`config.mk`:
```
export PLATFORM = sky130hd
export DESIGN_NAME = pe_host_bram
export DESIGN_NICKNAME = d
export VERILOG_FILES = /design/src/rtl/pe_host_bram.sv
export SDC_FILE = /design/constraint.sdc
export NUM_CORES = 1
export LEC_CHECK = 0
export ABC_AREA = 1
export BUFFER_PORTS_ARGS = -buffer_cell sky130_fd_sc_hd__buf_2
export CAP_MARGIN = 20
export CORE_MARGIN = 3
export CORE_UTILIZATION = 67
export CTS_CLUSTER_DIAMETER = 60
export DETAILED_ROUTE_END_ITERATION = 16
export PLACE_DENSITY_LB_ADDON = 0.1
export SLEW_MARGIN = 40
export SYNTH_ARGS = -nofsm -noshare
export SYNTH_HDL_FRONTEND = slang
export SYNTH_SLANG_ARGS = --single-unit
export TNS_END_PERCENT = 100
```
`constraint.sdc`:
```
create_clock -name S_AXI_ACLK -period 6.7 [get_ports S_AXI_ACLK]
set_input_delay 1.34 -clock S_AXI_ACLK [delete_from_list [all_inputs] [get_ports S_AXI_ACLK]]
set_output_delay 1.34 -clock S_AXI_ACLK [all_outputs]
set_load 0.005 [all_outputs]
```
`src/rtl/pe_host_bram.sv`:
```
// Host-side word memory for the PE array: loads operands from a stream, starts the PE,
// serves its BRAM port, then streams the result region out. Optional macro: PE_HOST_TIMEOUT_EN.
module pe_host_bram #(
  parameter int DATA_W         = 8,
  parameter int DEPTH          = 72,
  parameter int AW             = 7,
  parameter int LOAD_WORDS     = 72,
  parameter int RESULT_BASE    = 64,
  parameter int RESULT_WORDS   = 8,
  parameter int TIMEOUT_CYCLES = 4096
) (
  input  logic              S_AXI_ACLK,
  input  logic              S_AXI_ARESETN,
  input  logic              s_valid,
  output logic              s_ready,
  input  logic [DATA_W-1:0] s_data,
  output logic              m_valid,
  input  logic              m_ready,
  output logic [DATA_W-1:0] m_data,
  output logic              m_last,
  output logic              pe_start,
  input  logic              pe_done,
  input  logic [31:0]       BRAM_ADDR,
  input  logic [DATA_W-1:0] BRAM_WRDATA,
  input  logic [3:0]        BRAM_WE,
  output logic [DATA_W-1:0] BRAM_RDDATA,
  output logic              busy,
  output logic              err,
  output logic              timeout
);

  localparam int LANES = (DATA_W / 8 < 4) ? DATA_W / 8 : 4;
  localparam int RW    = $clog2(RESULT_WORDS + 1);

  typedef enum logic [1:0] {LOAD, START, RUN, DRAIN} state_t;

  state_t            state;
  logic [DATA_W-1:0] mem [DEPTH];
  logic [AW-1:0]     load_ptr;
  logic [RW-1:0]     rd_ptr;
  logic [29:0]       word_addr;
  logic [AW-1:0]     word_idx;
  logic [AW-1:0]     drain_addr;
  logic              oor;
  logic              accept;
  logic              unused_bits;

  assign word_addr   = BRAM_ADDR[31:2];
  assign word_idx    = word_addr[AW-1:0];
  assign oor         = (word_addr >= 30'(DEPTH));
  assign s_ready     = S_AXI_ARESETN && (state == LOAD);
  assign accept      = s_valid && s_ready;
  assign drain_addr  = AW'(RESULT_BASE) + AW'(rd_ptr);
  assign unused_bits = ^{BRAM_ADDR[1:0], BRAM_WE};

  // Memory array is deliberately unreset so contents survive a reset
  always_ff @(posedge S_AXI_ACLK) begin
    if (accept) begin
      mem[load_ptr] <= s_data;
    end else if (state == RUN && !oor) begin
      for (int k = 0; k < LANES; k++) begin
        if (BRAM_WE[k]) mem[word_idx][8*k +: 8] <= BRAM_WRDATA[8*k +: 8];
      end
    end
  end

  always_ff @(posedge S_AXI_ACLK or negedge S_AXI_ARESETN) begin
    if (!S_AXI_ARESETN) BRAM_RDDATA <= '0;
    else                BRAM_RDDATA <= oor ? '0 : mem[word_idx];
  end

`ifdef PE_HOST_TIMEOUT_EN
  localparam int TW = $clog2(TIMEOUT_CYCLES + 1);
  logic [TW-1:0] tmo_cnt;
`else
  localparam int unused_timeout_cycles = TIMEOUT_CYCLES;
  assign timeout = 1'b0;
`endif

  always_ff @(posedge S_AXI_ACLK or negedge S_AXI_ARESETN) begin
    if (!S_AXI_ARESETN) begin
      state    <= LOAD;
      load_ptr <= '0;
      rd_ptr   <= '0;
      pe_start <= 1'b0;
      busy     <= 1'b0;
      m_valid  <= 1'b0;
      m_data   <= '0;
      m_last   <= 1'b0;
      err      <= 1'b0;
`ifdef PE_HOST_TIMEOUT_EN
      timeout  <= 1'b0;
      tmo_cnt  <= '0;
`endif
    end else begin
      if (state == RUN && oor) err <= 1'b1;
      case (state)
        LOAD: begin
          if (accept) begin
            load_ptr <= load_ptr + 1'b1;
            if (load_ptr == AW'(LOAD_WORDS - 1)) begin
              state    <= START;
              pe_start <= 1'b1;
              busy     <= 1'b1;
            end
          end
        end
        START: begin
          pe_start <= 1'b0;
          state    <= RUN;
`ifdef PE_HOST_TIMEOUT_EN
          tmo_cnt  <= '0;
`endif
        end
        RUN: begin
          if (pe_done) begin
            state  <= DRAIN;
            rd_ptr <= '0;
          end
`ifdef PE_HOST_TIMEOUT_EN
          else if (tmo_cnt == TW'(TIMEOUT_CYCLES - 1)) begin
            timeout <= 1'b1;
            state   <= DRAIN;
            rd_ptr  <= '0;
          end else begin
            tmo_cnt <= tmo_cnt + 1'b1;
          end
`endif
        end
        DRAIN: begin
          // Output register refills whenever it is empty or being consumed
          if (!m_valid || m_ready) begin
            if (m_valid && m_last) begin
              state    <= LOAD;
              m_valid  <= 1'b0;
              m_last   <= 1'b0;
              busy     <= 1'b0;
              load_ptr <= '0;
            end else if (rd_ptr != RW'(RESULT_WORDS)) begin
              m_data  <= mem[drain_addr];
              m_valid <= 1'b1;
              m_last  <= (rd_ptr == RW'(RESULT_WORDS - 1));
              rd_ptr  <= rd_ptr + 1'b1;
            end else begin
              m_valid <= 1'b0;
            end
          end
        end
        default: state <= LOAD;
      endcase
    end
  end

endmodule

```
Word-level counts from Yosys, hierarchy flattened
Memory sizes are Yosys's and may differ from the RTL's. A register that Yosys moved wholly into a read port is not among the register bits.
Cells that the tools add are included.
{"block": "classes", "muxes": 35, "n_reduce_logical": 23, "n_bitwise": 1, "addsub": 3, "div": 0, "eq_ne": 13, "shift": 0, "multipliers": 0, "n_lt_le_gt_ge": 1}
{"op": "greater-or-equal comparator 30 x 7 -> 1 bit (second input constant)", "count": 1}
{"op": "two-way mux 7 bit", "count": 4}
{"op": "two-way mux 4 bit", "count": 4}
{"op": "two-way mux 8 bit", "count": 2}
{"op": "two-way mux 1 bit", "count": 15}
{"op": "AND reduction 5 bit", "count": 3}
{"op": "one-hot mux 7 bit (2 select lines)", "count": 1}
{"op": "!= test 2 bit (second input constant)", "count": 6}
{"op": "two-way mux 2 bit", "count": 5}
{"op": "one-hot mux 2 bit (4 select lines)", "count": 1}
{"op": "one-hot mux 4 bit (2 select lines)", "count": 1}
{"op": "AND reduction 4 bit", "count": 2}
{"op": "nonzero test 2 bit", "count": 4}
{"op": "OR reduction 8 bit", "count": 1}
{"op": "adder 7 x 1 -> 7 bit (second input constant)", "count": 1}
{"op": "adder 7 x 4 -> 7 bit (first input constant)", "count": 1}
{"op": "equality test 7 bit (second input constant)", "count": 1}
{"op": "AND reduction 3 bit", "count": 2}
{"op": "logical AND 1 bit", "count": 5}
{"op": "adder 4 x 1 -> 4 bit (second input constant)", "count": 1}
{"op": "equality test 2 bit (second input constant)", "count": 2}
{"op": "equality test 4 x 3 -> 1 bit (second input constant)", "count": 1}
{"op": "!= test 4 bit (second input constant)", "count": 1}
{"op": "one-hot mux 1 bit (2 select lines)", "count": 2}
{"op": "7 further kinds", "count": 9}
{"block": "word_totals", "ramBits": 576, "memories": 1, "in_bits": 57, "out_inout_bits": 23, "rom_bits": 0, "reg_bits": 26, "latchBits": 0, "elab_cells": 86}
{"memory": "mem", "depth": 72, "width": 8, "read_ports": 2, "rd_ports_with_merged_regs": 1, "write_ports": 1, "line_no": "38", "rtl": "logic [DATA_W-1:0] mem [DEPTH];"}

Longest topological paths before layout
{"block": "depth", "ltp_word": 8, "ltp_mapped": 15, "depth_no_buf": 13}

Worst setup path before layout
OpenSTA, ideal clock, no wires.
{"block": "synth_path", "path_kind": "input-to-reg", "start": "input BRAM_ADDR[6]", "end": "memory mem[30][0], enable pin", "t_arrival_ps": 2961, "slack_ps": 3369, "path_stages": 12, "cell_sequence": "nor2_4 nand2_1 nand2_1 nand2_1 nor2_4 nand3_4 buf_6 nand2_2 nand2_2 nor2_1 nand2_1 nor2_1"}
{"block": "synth_via", "elab_chain_cells": 8, "elab_cells_between_ends": 9}
{"item": "start, declared", "line_no": "23", "rtl": "input logic [31:0] BRAM_ADDR,"}
{"item": "greater-or-equal comparator 30 x 7 -> 1 bit", "line_no": "50", "rtl": "assign oor = (word_addr >= 30'(DEPTH));"}
{"item": "zero test 1 bit", "line_no": "60", "rtl": "end else if (state == RUN && !oor) begin"}
{"item": "logical AND 1 bit", "line_no": "60"}
{"item": "two-way mux 1 bit", "line_no": "60"}
{"item": "two-way mux 1 bit", "line_no": "58", "rtl": "if (accept) begin"}
{"item": "two-way mux 1 bit (implied by the code)", "line_no": "62", "rtl": "if (BRAM_WE[k]) mem[word_idx][8*k +: 8] <= BRAM_WRDATA[8*k +: 8];"}
{"item": "OR reduction 8 bit (no line)"}
{"item": "two-way mux 7 bit (no line) or two-way mux 1 bit (tied branches)"}
{"item": "end, declared", "line_no": "38"}
Parallel ways exist; a longest one is shown, timed or not.

Worst setup path in the final report
{"block": "layout_path", "start": "input BRAM_ADDR[5]", "end": "memory mem[65][2], enable pin"}
The elaborated chain is that of the path after synthesis.

==> flow_results.xml <==
<?xml version="1.0" encoding="UTF-8"?>
<metrics>
  <group name="die">
    <metric name="ioPinCount" unit="">80</metric>
    <metric name="die_area" unit="um2">41800</metric>
    <metric name="start_util" unit="">0.680</metric>
    <metric name="placeableCoreArea" unit="um2">38800</metric>
    <metric name="floorplan.rows" unit="">72</metric>
    <metric name="die_h" unit="um">205</metric>
    <metric name="chipWidth" unit="um">205</metric>
  </group>
  <group name="drt">
    <metric name="detailedRoute.firstPassIterationCount" unit="">6</metric>
    <metric name="viasPerCell" unit="">6.08</metric>
    <metric name="first_iter_violations" unit="">2250</metric>
    <metric name="num_vias" unit="">18600</metric>
    <metric name="routed_wire_length_per_instance" unit="um">21.3</metric>
    <metric name="routed_wirelength" unit="um">64900</metric>
    <metric name="drt.antenna.violating_nets" unit="">0</metric>
    <metric name="drc" unit="">0</metric>
  </group>
  <group name="sta">
    <metric name="worst_hold_slack" unit="ps">465</metric>
    <metric name="fin_skew" unit="ps">9.78</metric>
    <metric name="hold_viol_final" unit="">0</metric>
    <metric name="fmax" unit="MHz">222</metric>
    <metric name="setup_ws" unit="ps">2190</metric>
    <metric name="report.final.slew_viol_count" unit="">0</metric>
    <metric name="grt_setup_unrepaired" unit="">false</metric>
    <metric name="final.min_clock_period" unit="ps">4510</metric>
    <metric name="fin_crit_sh" unit="">0.673</metric>
    <metric name="final.setup.tns" unit="ps">0</metric>
    <metric name="max_slew.worst_pin.slew" unit="ps">867</metric>
    <metric name="finalSetupViolCount" unit="">0</metric>
    <metric name="timing.max_slew.rel_slack" unit="">0.422</metric>
  </group>
  <group name="final_layout">
    <metric name="final-instance-count-excl-fill" unit="">3051</metric>
    <metric name="layout-drive-gt1-share" unit="">0.0995</metric>
    <metric name="antenna_diode_count" unit="">0</metric>
    <metric name="postLayoutCellArea" unit="um2">29000</metric>
    <metric name="area.growth.synth_to_final" unit="%">10.0</metric>
    <metric name="finalCoreUtilization" unit="">0.748</metric>
    <metric name="nets" unit="">2548</metric>
  </group>
  <group name="yosys">
    <metric name="mappedNetlistNets" unit="">2523</metric>
    <metric name="synth_top_area_share" unit="">0.655</metric>
    <metric name="synth_flop_cell" unit="">sky130_fd_sc_hd__edfxtp_1</metric>
    <metric name="synth_enable_flop_cells" unit="">576</metric>
    <metric name="asyncSetResetFlopFracSynth" unit="">0.0557</metric>
    <metric name="post_synthesis_cell_count" unit="">2459</metric>
    <metric name="synth-seq-area-share" unit="">0.687</metric>
    <metric name="ys_warn_count" unit="">0</metric>
    <metric name="number_of_synthesized_register_bits" unit="">610</metric>
    <metric name="ys_types" unit="">41</metric>
    <metric name="netlist.top_cell.by_area" unit="">sky130_fd_sc_hd__edfxtp_1</metric>
    <metric name="synth.cell_area" unit="um2">26400</metric>
    <metric name="avgSynthCellArea" unit="um2">10.7</metric>
    <metric name="synthTopCellsByArea" unit="">sky130_fd_sc_hd__edfxtp_1 (66%), sky130_fd_sc_hd__nand2_1 (9.2%), sky130_fd_sc_hd__nand3_1 (7.8%)</metric>
  </group>
  <group name="min_path">
    <metric name="hp-class" unit="">flop to flop</metric>
    <metric name="hp-start" unit="">err$_DFFE_PN0P_</metric>
    <metric name="hold_path_depth" unit="">1</metric>
  </group>
  <group name="power_and_ir_drop">
    <metric name="power.leakage" unit="nW">11.1</metric>
    <metric name="power.density_cell_area" unit="nW/um2">296</metric>
    <metric name="total_power" unit="mW">8.59</metric>
    <metric name="power.ir.vdd_worst" unit="mV">0.235</metric>
  </group>
  <group name="clocking">
    <metric name="cts_root_buf" unit="">sky130_fd_sc_hd__clkbuf_16</metric>
    <metric name="cts-hold-fix-buffers" unit="">0</metric>
    <metric name="worstSkewPairLatency" unit="ps">620</metric>
    <metric name="ctsLongestPathBuffers" unit="">3</metric>
    <metric name="cts.clk_slew.worst_paths" unit="ps">60</metric>
    <metric name="cts-resized-gates" unit="">0</metric>
    <metric name="post_cts_buffers" unit="">0</metric>
    <metric name="cts_htree_levels" unit="">2</metric>
    <metric name="numCtsBuffers" unit="">59</metric>
    <metric name="cts_tree" unit="">yes</metric>
    <metric name="clock_sinks" unit="">610</metric>
  </group>
  <group name="job">
    <metric name="max-cap-violations" unit="">0</metric>
  </group>
  <group name="grt">
    <metric name="grtUsageMet3" unit="">0.0521</metric>
    <metric name="antenna_found_initial" unit="">1</metric>
    <metric name="grt_remaining_overflow" unit="">0</metric>
    <metric name="gr-usage-met2" unit="">0.491</metric>
    <metric name="grt.busiest_layer" unit="">met2</metric>
    <metric name="grt_start_max_net_pins" unit="">125</metric>
    <metric name="grtUsageTotal" unit="">0.312</metric>
    <metric name="global_route.usage.met1" unit="">0.437</metric>
    <metric name="grt_pass1_vias" unit="">17800</metric>
    <metric name="grt_pass1_wl" unit="um">98500</metric>
  </group>
  <group name="setup_path">
    <metric name="crit_chain" unit="">buf_2, inv_2, nand2_1, nand2_1, nand2_1, nor2_4, nand3_4, nand2_1, o21ai_4, inv_1, nand4_2, nor2_1</metric>
    <metric name="cp_max_fo" unit="">30</metric>
    <metric name="r2r_cells" unit="">10</metric>
    <metric name="critical_path_required" unit="ps">6940</metric>
    <metric name="path_class" unit="">input port to flop</metric>
    <metric name="r2r-start" unit="">state[0]$_DFFE_PN0P_</metric>
    <metric name="setup.worst_path.start" unit="">BRAM_ADDR[5]</metric>
    <metric name="worst_setup_sp_type" unit="">input port</metric>
    <metric name="critical-path-max-stage-delay" unit="ps">860</metric>
    <metric name="rrSetupSlack" unit="ps">2960</metric>
    <metric name="critical_path.slowest_cell" unit="">sky130_fd_sc_hd__nor2_1</metric>
    <metric name="end_kind" unit="">flop</metric>
    <metric name="crit_top_cell" unit="">sky130_fd_sc_hd__nand2_1</metric>
    <metric name="worstPathArrival" unit="ps">4750</metric>
  </group>
  <group name="placement">
    <metric name="preCtsSetupSlack" unit="ps">1640</metric>
    <metric name="routabilityCongestion" unit="">0.896</metric>
    <metric name="place.detailed.instances" unit="">2941</metric>
    <metric name="hpwlAfterDp" unit="um">38200</metric>
    <metric name="io_buffer_count" unit="">73</metric>
    <metric name="post_dp_cell_area" unit="um2">27100</metric>
  </group>
  <group name="outcome">
    <metric name="run_status" unit="">finished clean</metric>
  </group>
</metrics>
==> state kept, by name (all words and copies together) (netlist names) <==
signal,count
BRAM_RDDATA,8
busy,1
err,1
load_ptr,7
m_data,8
m_last,1
m_valid,1
mem,576
pe_start,1
rd_ptr,4
state,2
==> critical path: cells and delay by family <==
| family | cells | cell delay (ps) |
|---|---|---|
| and+or+nand+nor | 8 | 2600 |
| buffers and inverters | 3 | 670 |
| AOI/OAI and AO/OA | 1 | 130 |
==> final timing paths <==
kind / endpoint
setup / recovery: mem[65][2]$_DFFE_PP_
hold / removal: err$_DFFE_PN0P_
setup reg to reg: mem[65][2]$_DFFE_PP_
hold reg to reg: err$_DFFE_PN0P_
max in group asynchronous: rd_ptr[1]$_DFFE_PN0P_
min in group asynchronous: rd_ptr[1]$_DFFE_PN0P_
==> power breakdown <==
group	switching [mW]	total (mW)	leakage, nW	internal (mW)
Sequential	0.0682	4.31	5.61	4.25
Clock	1.38	3.30	0.954	1.92
Combinational	0.701	0.975	4.54	0.274
==> layer usage <==
metal	up-vias	wire length [um]
met2	1116	30400
met4	2	2790
met1	8753	25000
met5	-	10
li1	8502	-
met3	189	6740
==> cells in the mapped netlist (all sizes together), types with 2 or more instances <==
library cell and n:
buf 52, a211oi 8, mux2 8, ha 7, o211ai 31, nand4 11
inv 198, dfrtp 34, nor2 155, nor3b 2, clkbuf 83, nand3 413
edfxtp 576, o31ai 4, or2 28, nor3 7, clkinv 6, nand2 649
a21oi 59, o21ai 121
==> cell usage in the layout, fill, tap and decap left out, drive strengths merged, types with 34 or more instances in the layout <==
master	netlist	layout
o21ai	121	121
nor2	155	155
nand2	649	649
a21oi	59	59
inv	198	202
dfrtp	34	34
buf	52	99
clkbuf	83	72
edfxtp	576	576
nand3	413	413
==> final cells by class <==
class / count / area, um2
clock buffers: 72 / 1530
flip-flops and latches: 610 / 18100
fillers: 2568 / 9780
multi-input cells: 1510 / 6960
inverters: 204 / 776
clock inverters: 38 / 394
well taps: 518 / 648
repair buffers: 99 / 594
==> cells by family (layout without fill, tap and decap cells) <==
group / Yosys count / in the layout / share of synthesized area
fa+ha+maj: 7 / 7 / 0.00332
mux: 8 / 8 / 0.00341
buf+inv: 339 / 413 / 0.0499
other cells: 1 / 1 / 0.000142
xor+xnor: 1 / 1 / 0.000332
compound gates: 227 / 227 / 0.0486
flops: 610 / 610 / 0.687
simple gates: 1266 / 1266 / 0.207
Power figures use the tool's default switching activity.
